--- config.mk ---
export PLATFORM = sky130hd
export DESIGN_NAME = ahb_master_bridge
export DESIGN_NICKNAME = d
export VERILOG_FILES = /design/src/rtl/ahb_pkg.sv /design/src/rtl/ahb_wstrb_decode.sv /design/src/rtl/ahb_master_bridge.sv
export SDC_FILE = /design/constraint.sdc
export NUM_CORES = 1
export LEC_CHECK = 0
export CAP_MARGIN = 10
export CORE_MARGIN = 8
export CORE_UTILIZATION = 36
export DETAILED_ROUTE_END_ITERATION = 12
export PLACE_DENSITY_LB_ADDON = 0.15
export REMOVE_ABC_BUFFERS = 1
export SYNTH_ARGS = -nofsm -noshare
export SYNTH_HDL_FRONTEND = slang
export SYNTH_SLANG_ARGS = --single-unit
--- constraint.sdc ---
create_clock -name hclk -period 1.7 [get_ports hclk]
set_input_delay 0.34 -clock hclk [delete_from_list [all_inputs] [get_ports hclk]]
set_output_delay 0.34 -clock hclk [all_outputs]
set_load 0.01 [all_outputs]
--- src/rtl/ahb_pkg.sv ---
// Shared AHB-Lite encodings and the bridge FSM state type.
package ahb_pkg;

  localparam logic [1:0] HTRANS_IDLE   = 2'b00;
  localparam logic [1:0] HTRANS_BUSY   = 2'b01;
  localparam logic [1:0] HTRANS_NONSEQ = 2'b10;
  localparam logic [1:0] HTRANS_SEQ    = 2'b11;

  localparam logic [2:0] HSIZE_BYTE = 3'b000;
  localparam logic [2:0] HSIZE_HALF = 3'b001;
  localparam logic [2:0] HSIZE_WORD = 3'b010;

  localparam logic [2:0] HBURST_SINGLE = 3'b000;

  localparam logic [1:0] HRESP_OKAY  = 2'b00;
  localparam logic [1:0] HRESP_ERROR = 2'b01;

  typedef enum logic [1:0] {
    ST_IDLE = 2'b00,
    ST_ADDR = 2'b01,
    ST_DATA = 2'b10,
    ST_RESP = 2'b11
  } state_t;

endpackage

--- src/rtl/ahb_wstrb_decode.sv ---
// Maps core byte strobes to an AHB transfer shape; only naturally aligned
// byte, halfword and word accesses are legal.
module ahb_wstrb_decode
  import ahb_pkg::*;
(
  input  logic [3:0] wstrb,
  output logic       legal,
  output logic       hwrite,
  output logic [2:0] hsize,
  output logic [1:0] addr_lo
);

  always_comb begin
    legal   = 1'b1;
    hwrite  = 1'b1;
    hsize   = HSIZE_BYTE;
    addr_lo = 2'b00;
    case (wstrb)
      4'b0000: begin hwrite = 1'b0; hsize = HSIZE_WORD; end
      4'b0001: addr_lo = 2'b00;
      4'b0010: addr_lo = 2'b01;
      4'b0100: addr_lo = 2'b10;
      4'b1000: addr_lo = 2'b11;
      4'b0011: hsize = HSIZE_HALF;
      4'b1100: begin hsize = HSIZE_HALF; addr_lo = 2'b10; end
      4'b1111: hsize = HSIZE_WORD;
      default: begin legal = 1'b0; hwrite = 1'b0; end
    endcase
  end

endmodule

--- src/rtl/ahb_master_bridge.sv ---
// Bridges the PRV32 valid/ready memory port onto AHB-Lite, one SINGLE
// NONSEQ transfer at a time, with every output driven from a register.
module ahb_master_bridge
  import ahb_pkg::*;
#(
  parameter int   ADDR_WIDTH = 32,
  parameter logic HPROT_PRIV = 1'b1
) (
  input  logic                  hclk,
  input  logic                  hreset_n,
  input  logic                  mem_valid,
  input  logic                  mem_instr,
  input  logic [ADDR_WIDTH-1:0] mem_addr,
  input  logic [31:0]           mem_wdata,
  input  logic [3:0]            mem_wstrb,
  output logic                  mem_ready,
  output logic [31:0]           mem_rdata,
  output logic                  mem_err,
  output logic [1:0]            htrans,
  output logic                  hwrite,
  output logic [2:0]            hsize,
  output logic [2:0]            hburst,
  output logic [3:0]            hprot,
  output logic [ADDR_WIDTH-1:0] haddr,
  output logic [31:0]           hwdata,
  input  logic [31:0]           hrdata,
  input  logic                  hready,
  input  logic [1:0]            hresp
);

  state_t                  state, state_nxt;
  logic [1:0]              htrans_nxt;
  logic                    hwrite_nxt;
  logic [2:0]              hsize_nxt;
  logic [3:0]              hprot_nxt;
  logic [ADDR_WIDTH-1:0]   haddr_nxt;
  logic [31:0]             hwdata_nxt;
  logic                    ready_nxt;
  logic                    err_nxt;
  logic [31:0]             rdata_nxt;

  logic                    dec_legal;
  logic                    dec_hwrite;
  logic [2:0]              dec_hsize;
  logic [1:0]              dec_addr_lo;

  // hresp[1] and the core's byte offset carry no information here.
  logic                    unused_bits;
  assign unused_bits = ^{hresp[1], mem_addr[1:0]};

  assign hburst = HBURST_SINGLE;

  ahb_wstrb_decode u_wstrb_decode (
    .wstrb   (mem_wstrb),
    .legal   (dec_legal),
    .hwrite  (dec_hwrite),
    .hsize   (dec_hsize),
    .addr_lo (dec_addr_lo)
  );

  always_comb begin
    state_nxt  = state;
    htrans_nxt = htrans;
    hwrite_nxt = hwrite;
    hsize_nxt  = hsize;
    hprot_nxt  = hprot;
    haddr_nxt  = haddr;
    hwdata_nxt = hwdata;
    ready_nxt  = 1'b0;
    err_nxt    = 1'b0;
    rdata_nxt  = mem_rdata;
    case (state)
      ST_IDLE: begin
        if (mem_valid) begin
          if (dec_legal) begin
            state_nxt  = ST_ADDR;
            htrans_nxt = HTRANS_NONSEQ;
            hwrite_nxt = dec_hwrite;
            hsize_nxt  = dec_hsize;
            haddr_nxt  = {mem_addr[ADDR_WIDTH-1:2], dec_addr_lo};
            hwdata_nxt = mem_wdata;
            hprot_nxt  = {2'b00, HPROT_PRIV, ~mem_instr};
          end else begin
            // Illegal strobe: report the error without touching the bus.
            state_nxt = ST_RESP;
            ready_nxt = 1'b1;
            err_nxt   = 1'b1;
          end
        end
      end
      ST_ADDR: begin
        if (hready) begin
          state_nxt  = ST_DATA;
          htrans_nxt = HTRANS_IDLE;
        end
      end
      ST_DATA: begin
        if (hready) begin
          state_nxt = ST_RESP;
          ready_nxt = 1'b1;
          err_nxt   = (hresp[0] == HRESP_ERROR[0]);
          if (!hwrite) rdata_nxt = hrdata;
        end
      end
      ST_RESP: state_nxt = ST_IDLE;
      default: state_nxt = ST_IDLE;
    endcase
  end

  always_ff @(posedge hclk or negedge hreset_n) begin
    if (!hreset_n) begin
      state     <= ST_IDLE;
      htrans    <= HTRANS_IDLE;
      hwrite    <= 1'b0;
      hsize     <= HSIZE_WORD;
      hprot     <= 4'b0000;
      haddr     <= '0;
      hwdata    <= '0;
      mem_ready <= 1'b0;
      mem_err   <= 1'b0;
      mem_rdata <= '0;
    end else begin
      state     <= state_nxt;
      htrans    <= htrans_nxt;
      hwrite    <= hwrite_nxt;
      hsize     <= hsize_nxt;
      hprot     <= hprot_nxt;
      haddr     <= haddr_nxt;
      hwdata    <= hwdata_nxt;
      mem_ready <= ready_nxt;
      mem_err   <= err_nxt;
      mem_rdata <= rdata_nxt;
    end
  end

endmodule
==> results.sh, run 1 <==
export IMPL_grt_max_degree=38
export IMPL_portBuffers=207
export IMPL_fill_cells=946
export IMPL_first_pass_iters=4
export IMPL_clkLatencyLatePin_ns=0.34
export IMPL_start_util=0.3674
export IMPL_cellLeakagePower_nw=2.998
export IMPL_placedCellCount=621
export IMPL_die_h_um=123.7
export IMPL_cts_buffer_depth=2
export IMPL_cts_sinks=106
export IMPL_rsz0062_at_grt="true"
export IMPL_layoutNonFillerInstCount=643
export IMPL_yosys_area_share_xor_xnor=0.002096
export IMPL_yosysMostFrequentCell="dfrtp_1"
export IMPL_synth_compound_area_share=0.01767
export IMPL_dieArea_um2=15310
export IMPL_synth_area_mux_share=0.2692
export IMPL_ys_dominant_reg_cell="dfrtp_1"
export IMPL_cp_start_kind="flop"
export IMPL_avgSynthCellArea_um2=15.59
export IMPL_async_flop_share=1.000
export IMPL_multi_input_area_um2=1428
export IMPL_cts_root_buf="clkbuf_16"
export IMPL_vias=3013
export IMPL_post_route_min_period_ns=1.681
export IMPL_die_w_um=123.7
export IMPL_gp_congestion=0.7287
export IMPL_critPathRequiredTime_ns=1.92
export IMPL_seq_area_um2=2654
export IMPL_via_per_inst=4.686
export IMPL_tritoncts="built"
export IMPL_grt_pass1_vias=3340
export IMPL_critPathKind="flop to flop"
export IMPL_placed_cell_area_um2=6511
export IMPL_arrival_ns=1.90
export IMPL_fin_crit_sh=0.9887
export IMPL_outcome="finished clean"
export IMPL_setup_viol=0
export IMPL_ios=218
export IMPL_stdcell_area_um2=6925
export IMPL_drt_total_wl_mm=11.92
export IMPL_antenna_left=0
export IMPL_synth_top_family_by_area="multiplexers"
export IMPL_place_hpwl_mm=8.852
export IMPL_synth_top_area_share=0.6289
export IMPL_clkTransAtPathRegs_ns=0.06
export IMPL_gr_usage_all_layers=0.1472
export IMPL_synth_simple_gate_area_frac=0.03115
export IMPL_netlist_area_um2=4178
export IMPL_crit_path_end_kind="flop"
export IMPL_yosys_top_cells_count="dfrtp_1 (105), mux2_2 (91), buf_2 (11)"
export IMPL_drc=0
export IMPL_ys_warnings_count=0
export IMPL_rows=39
export IMPL_fin_worst_skew_ns=0.005556
export IMPL_yosysTopAreaCell="dfrtp_1"
export IMPL_critPathMaxFanout=16
export IMPL_drt_initial_drc_count=106
export IMPL_n_antenna_cell=0
export IMPL_hold_class="input pin to async pin"
export IMPL_grt_ovfl_total=0
export IMPL_antenna_found_initial=0
export IMPL_power_density_nw_per_um2=1709
export IMPL_area_growth_pct=65.77
export IMPL_synth_distinct_cells=35
export IMPL_ys_seq_elements=106
export IMPL_synth_edf_count=0
export IMPL_yosys_top_cells_area="dfrtp_1 (63%), mux2_2 (25%), mux2_1 (2.2%)"
export IMPL_htree_levels=3
export IMPL_nNetsFinal=605
export IMPL_ir_drop_mv=0.8806
export IMPL_grt_pass1_wl_mm=17.34
export IMPL_drive_gt1_frac=0.2800
export IMPL_syn_inst=268
export IMPL_drv_slew=0
export IMPL_seq_area_frac_synth=0.6352
export IMPL_hold_viol_final=0
export IMPL_fmax_ghz=0.5950
export IMPL_wl_per_cell_um=18.54
export IMPL_synthAdderAreaFrac=0.008985
export IMPL_core_um2=11370
export IMPL_numCtsBuffers=9
export IMPL_drv_cap=0
-- worst paths after layout --
path / start / end / slack [ns] / depth (start not counted)
max in group asynchronous: hreset_n / haddr[19] / 0.61 / 3
hold / removal: hreset_n / mem_rdata[9] / 0.43 / 2
setup / recovery: state[0] / haddr[12] / 0.02 / 7
hold reg to reg: hprot[1] / hprot[1] / 0.46 / 1
min in group hclk: hprot[1] / hprot[1] / 0.46 / 1
setup reg to reg: state[0] / haddr[12] / 0.02 / 7
-- sequential cells by signal, indices dropped and copies added (netlist names) --
| name | cells |
|---|---|
| haddr | 32 |
| hwdata | 32 |
| mem_rdata | 32 |
| hprot | 2 |
| hsize | 2 |
| state | 2 |
| htrans | 1 |
| hwrite | 1 |
| mem_err | 1 |
| mem_ready | 1 |
-- critical path, stage by stage, from the launching register on --
cell	delay, ns
dfrtp_1	0.40
inv_1	0.09
ha_2	0.20
and2_4	0.17
o21ai_4	0.06
buf_12	0.15
clkbuf_16	0.18
mux2_1	0.31
-- cells in the final DEF (no fill, tap or decap), types with 3 or more instances in the layout --
master,n
nand2_1,5
clkdlybuf4s50_1,205
nand3_1,3
mux2_2,89
buf_12,5
clkbuf_16,11
inv_1,3
conb_1,7
dfrtp_1,105
mux2_1,8
nor2_1,3
buf_4,16
-- logic make-up after synthesis --
family	count (synthesis)
xor+xnor	1
buf+inv	25
simple gates	23
flops	106
mux	100
other cells	1
fa+ha+maj	3
compound gates	9
-- metal layers --
metal | wire length (um) | vias to the layer above | global-route usage | part of all wire
met3 | 1807 | 12 | 0.08704 | 0.15
li1 | - | 1383 | - | -
met2 | 5374 | 154 | 0.2299 | 0.45
met4 | 170 | 0 | 0.05869 | 0.014
met5 | 0 | - | 0 | 0
met1 | 4568 | 1464 | 0.1611 | 0.38
-- timing repair --
| item | CTS | global route |
|---|---|---|
| setup endpoints to repair | 9 | 70 |
| gates cloned | 0 | 3 |
| buffers inserted | 0 | 2 |
| hold buffers | 1 | 0 |
| pin swaps | 0 | 2 |
| hold endpoints to repair | 19 | 0 |
| gates resized for setup | 4 | 3 |
-- area by class of cell --
type	instances	share of cell area
Sequential cell	106	0.3832
Timing Repair Buffer	231	0.3397
Multi-Input combinational cell	143	0.2061
Clock buffer	12	0.03559
Tap cell	143	0.02584
Clock inverter	4	0.007407
Inverter	4	0.002168
-- through the flow --
| stage | hold WS [ns] | utilization | setup slack [ns] | total power, mW | setup TNS [ns] |
|---|---|---|---|---|---|
| finish | 0.4318 | 0.6091 | 0.01924 | 11.83 | 0 |
| global route | 0.4405 | 0.6091 | -0.02494 | 12.55 | -0.1814 |
| CTS | 0.4294 | 0.6005 | 0.02076 | 11.94 | 0 |
| detailed placement | 0.2554 | 0.5727 | -0.2989 | 9.778 | -22.93 |
| global placement | 0.2532 | 0.5727 | -0.2840 | 9.624 | -22.53 |
| floorplan | 0.04441 | - | -1.211 | 6.426 | -82.59 |
-- power by group --
group | leakage, nW | switching, mW | internal (mW) | total [mW]
logic | 1.58 | 1.96 | 3.44 | 5.41
clock network | 0.143 | 0.882 | 1.18 | 2.07
registers | 1.28 | 0.600 | 3.76 | 4.36
total | 3.00 | 3.44 | 8.39 | 11.8
No activity file was read; power rests on OpenSTA's default activity.
==> inputs of run 2 (changes only) <==
--- a/config.mk
+++ b/config.mk
@@ -5,12 +5,14 @@
 export SDC_FILE = /design/constraint.sdc
 export NUM_CORES = 1
 export LEC_CHECK = 0
+export ABC_AREA = 1
 export CAP_MARGIN = 10
 export CORE_MARGIN = 8
-export CORE_UTILIZATION = 36
+export CORE_UTILIZATION = 37
 export DETAILED_ROUTE_END_ITERATION = 12
 export PLACE_DENSITY_LB_ADDON = 0.15
 export REMOVE_ABC_BUFFERS = 1
+export SLEW_MARGIN = 20
 export SYNTH_ARGS = -nofsm -noshare
 export SYNTH_HDL_FRONTEND = slang
 export SYNTH_SLANG_ARGS = --single-unit
==> run 2 against run 1 <==
Effect of this change:
- sequential share of layout area decreased by 1.5 points
- die area increased by 5.7%
- cell count increased by 37%
- area after synthesis increased by 9.5%
- non-clock buffer count increased by 1
- clock-buffer cell count increased by 2
- register-to-register slack improved by 0.27 ns
- critical path type is now flop to output port
- largest cell class unchanged
- largest power group unchanged
==> results.sh, run 2 <==
export IMPL_rr_worst_depth=8
export IMPL_slew_headroom=0.6387
export IMPL_async_flop_share=1.000
export IMPL_gr_usage_all_layers=0.1721
export IMPL_drt_total_wl_mm=14.01
export IMPL_yosys_top_cells_count="nand2_1 (219), dfrtp_1 (105), nand3_1 (81)"
export IMPL_setup_tns_ns=0
export IMPL_antenna_left=0
export IMPL_drt_initial_drc_count=333
export IMPL_die_w_um=127.2
export IMPL_place_hpwl_mm=10.43
export IMPL_arrival_ns=1.31
export IMPL_drv_cap=0
export IMPL_holdPathStages=2
export IMPL_seq_area_frac_synth=0.5801
export IMPL_critPathKind="flop to output port"
export IMPL_crit_path_max_incr_delay_ns=0.57
export IMPL_min_to="hsize[1]"
export IMPL_via_per_inst=4.631
export IMPL_ys_warnings_count=0
export IMPL_ys_seq_elements=106
export IMPL_grt_max_degree=39
export IMPL_wl_per_cell_um=15.87
export IMPL_core_um2=12060
export IMPL_syn_inst=499
export IMPL_power_density_nw_per_um2=1633
export IMPL_tightest_slew_ns=0.5420
export IMPL_start_util=0.3793
export IMPL_cts_sinks=106
export IMPL_rows=40
export IMPL_crit_path_end_kind="output port"
export IMPL_fmax_ghz=0.6056
export IMPL_seq_area_um2=2654
export IMPL_crit_family="buffers and inverters"
export IMPL_synth_edf_count=0
export IMPL_die_h_um=127.2
export IMPL_multi_input_area_um2=1622
export IMPL_rsz0062_at_grt="false"
export IMPL_n_antenna_cell=0
export IMPL_htree_levels=3
export IMPL_post_route_min_period_ns=1.651
export IMPL_stdcell_area_um2=7199
export IMPL_synth_top_area_share=0.5744
export IMPL_placed_cell_area_um2=6907
export IMPL_drv_slew=0
export IMPL_hold_viol_final=0
export IMPL_portBuffers=207
export IMPL_clkLatencyLatePin_ns=0.34
export IMPL_path_buf_inv=1
export IMPL_outcome="finished clean"
export IMPL_cp_cell_sequence="clkdlybuf4s50_1"
export IMPL_drc=0
export IMPL_grt_pass1_vias=4256
export IMPL_numCtsBuffers=9
export IMPL_gp_congestion=0.8192
export IMPL_area_growth_pct=57.39
export IMPL_antenna_found_initial=0
export IMPL_yosysTopAreaCell="dfrtp_1"
export IMPL_tritoncts="built"
export IMPL_setup_viol=0
export IMPL_reg_largest_list="haddr: 32 flops, hwdata: 32 flops, mem_rdata: 32 flops"
export IMPL_ios=218
export IMPL_r2r_end="haddr[27]"
export IMPL_timing_rr_start="state[0]"
export IMPL_nNetsFinal=820
export IMPL_ir_drop_mv=0.6637
export IMPL_synth_distinct_cells=23
export IMPL_reg2reg_slack_ns=0.29
export IMPL_first_pass_iters=4
export IMPL_fin_worst_skew_ns=0.006235
export IMPL_critPathRequiredTime_ns=1.36
export IMPL_hold_class="flop to flop"
export IMPL_min_from="hsize[1]"
export IMPL_grt_pass1_wl_mm=22.21
export IMPL_yosys_top_cells_area="dfrtp_1 (57%), nand2_1 (18%), nand3_1 (8.9%)"
export IMPL_grt_ovfl_total=0
export IMPL_cellLeakagePower_nw=3.458
export IMPL_cp_start_kind="flop"
export IMPL_cts_root_buf="clkbuf_16"
export IMPL_mostFrequentLayoutCells="nand2_1 (219), clkdlybuf4s50_1 (205), dfrtp_1 (105), nand3_1 (81), nand3_2 (20)"
export IMPL_netlist_area_um2=4574
export IMPL_fin_crit_sh=0.9713
export IMPL_ys_dominant_reg_cell="dfrtp_1"
export IMPL_dieArea_um2=16180
export IMPL_vias=4089
export IMPL_mostFrequentLayoutCell="nand2_1"
export IMPL_avgSynthCellArea_um2=9.167
export IMPL_cts_buffer_depth=2
export IMPL_slowest_stage="clkdlybuf4s50_1"
export IMPL_fill_cells=1057
export IMPL_critPathMaxFanout=3
export IMPL_yosysMostFrequentCell="nand2_1"
export IMPL_clkTransAtPathRegs_ns=0.07
export IMPL_drive_gt1_frac=0.09510
## run 2: area by class of cell
type	instances	share of cell area
Clock inverter	2	0.001390
Clock buffer	14	0.03806
Tap cell	168	0.02920
Sequential cell	106	0.3686
Multi-Input combinational cell	352	0.2252
Inverter	9	0.004692
Timing Repair Buffer	232	0.3328
## run 2: kinds of logic after synthesis
family          Yosys count  synth area share
simple gates            333            0.3307
other cells               1         0.0008198
flops                   106            0.5801
buf+inv                  47           0.07029
compound gates            9          0.009846
fa+ha+maj                 3          0.008207
## run 2: timing repair
action / 4_1_cts / 5_1_grt
setup endpoints to repair: 1 / 0
buffers inserted: 0 / 0
hold endpoints to repair: 32 / 0
resized for setup: 1 / 0
hold buffers: 1 / 0
## run 2: how the worst max path moves through the flow
stage                       from         to  slack [ns]  cells after the start
floorplan               state[0]   haddr[1]       -0.62                      7
global placement    mem_wstrb[3]   hprot[0]       -0.01                      8
detailed placement  mem_wstrb[2]  haddr[27]        -0.1                      9
CTS                       hwrite     hwrite        0.02                      1
global route              hwrite     hwrite       0.003                      1
finish                    hwrite     hwrite        0.05                      1
## run 2: routing by layer
metal / routed length (um) / vias to the layer above / track usage
li1: - / 1998 / -
met1: 5627 / 1910 / 0.1987
met2: 6449 / 171 / 0.2688
met3: 1755 / 10 / 0.09068
met4: 176 / 0 / 0.05738
met5: 0 / - / 0
## run 2: power breakdown
group	switching (mW)	internal (mW)	leakage [nW]
clock	0.887	1.11	0.143
sequential	0.610	3.67	1.32
combinational	2.60	2.88	1.99
total	4.09	7.66	3.46
## run 2: through the flow
step                power (mW)  hold slack, ns    util  cells  setup WS, ns
floorplan                6.397         0.04441       -    467       -0.6167
global placement         9.757          0.3475  0.5726    866      -0.01106
detailed placement       9.884          0.3544  0.5726    866      -0.09901
CTS                      11.93          0.4661  0.5969    883       0.01967
global route             12.62          0.4731  0.5969    883      0.002726
finish                   11.75          0.4633  0.5969    883       0.04887
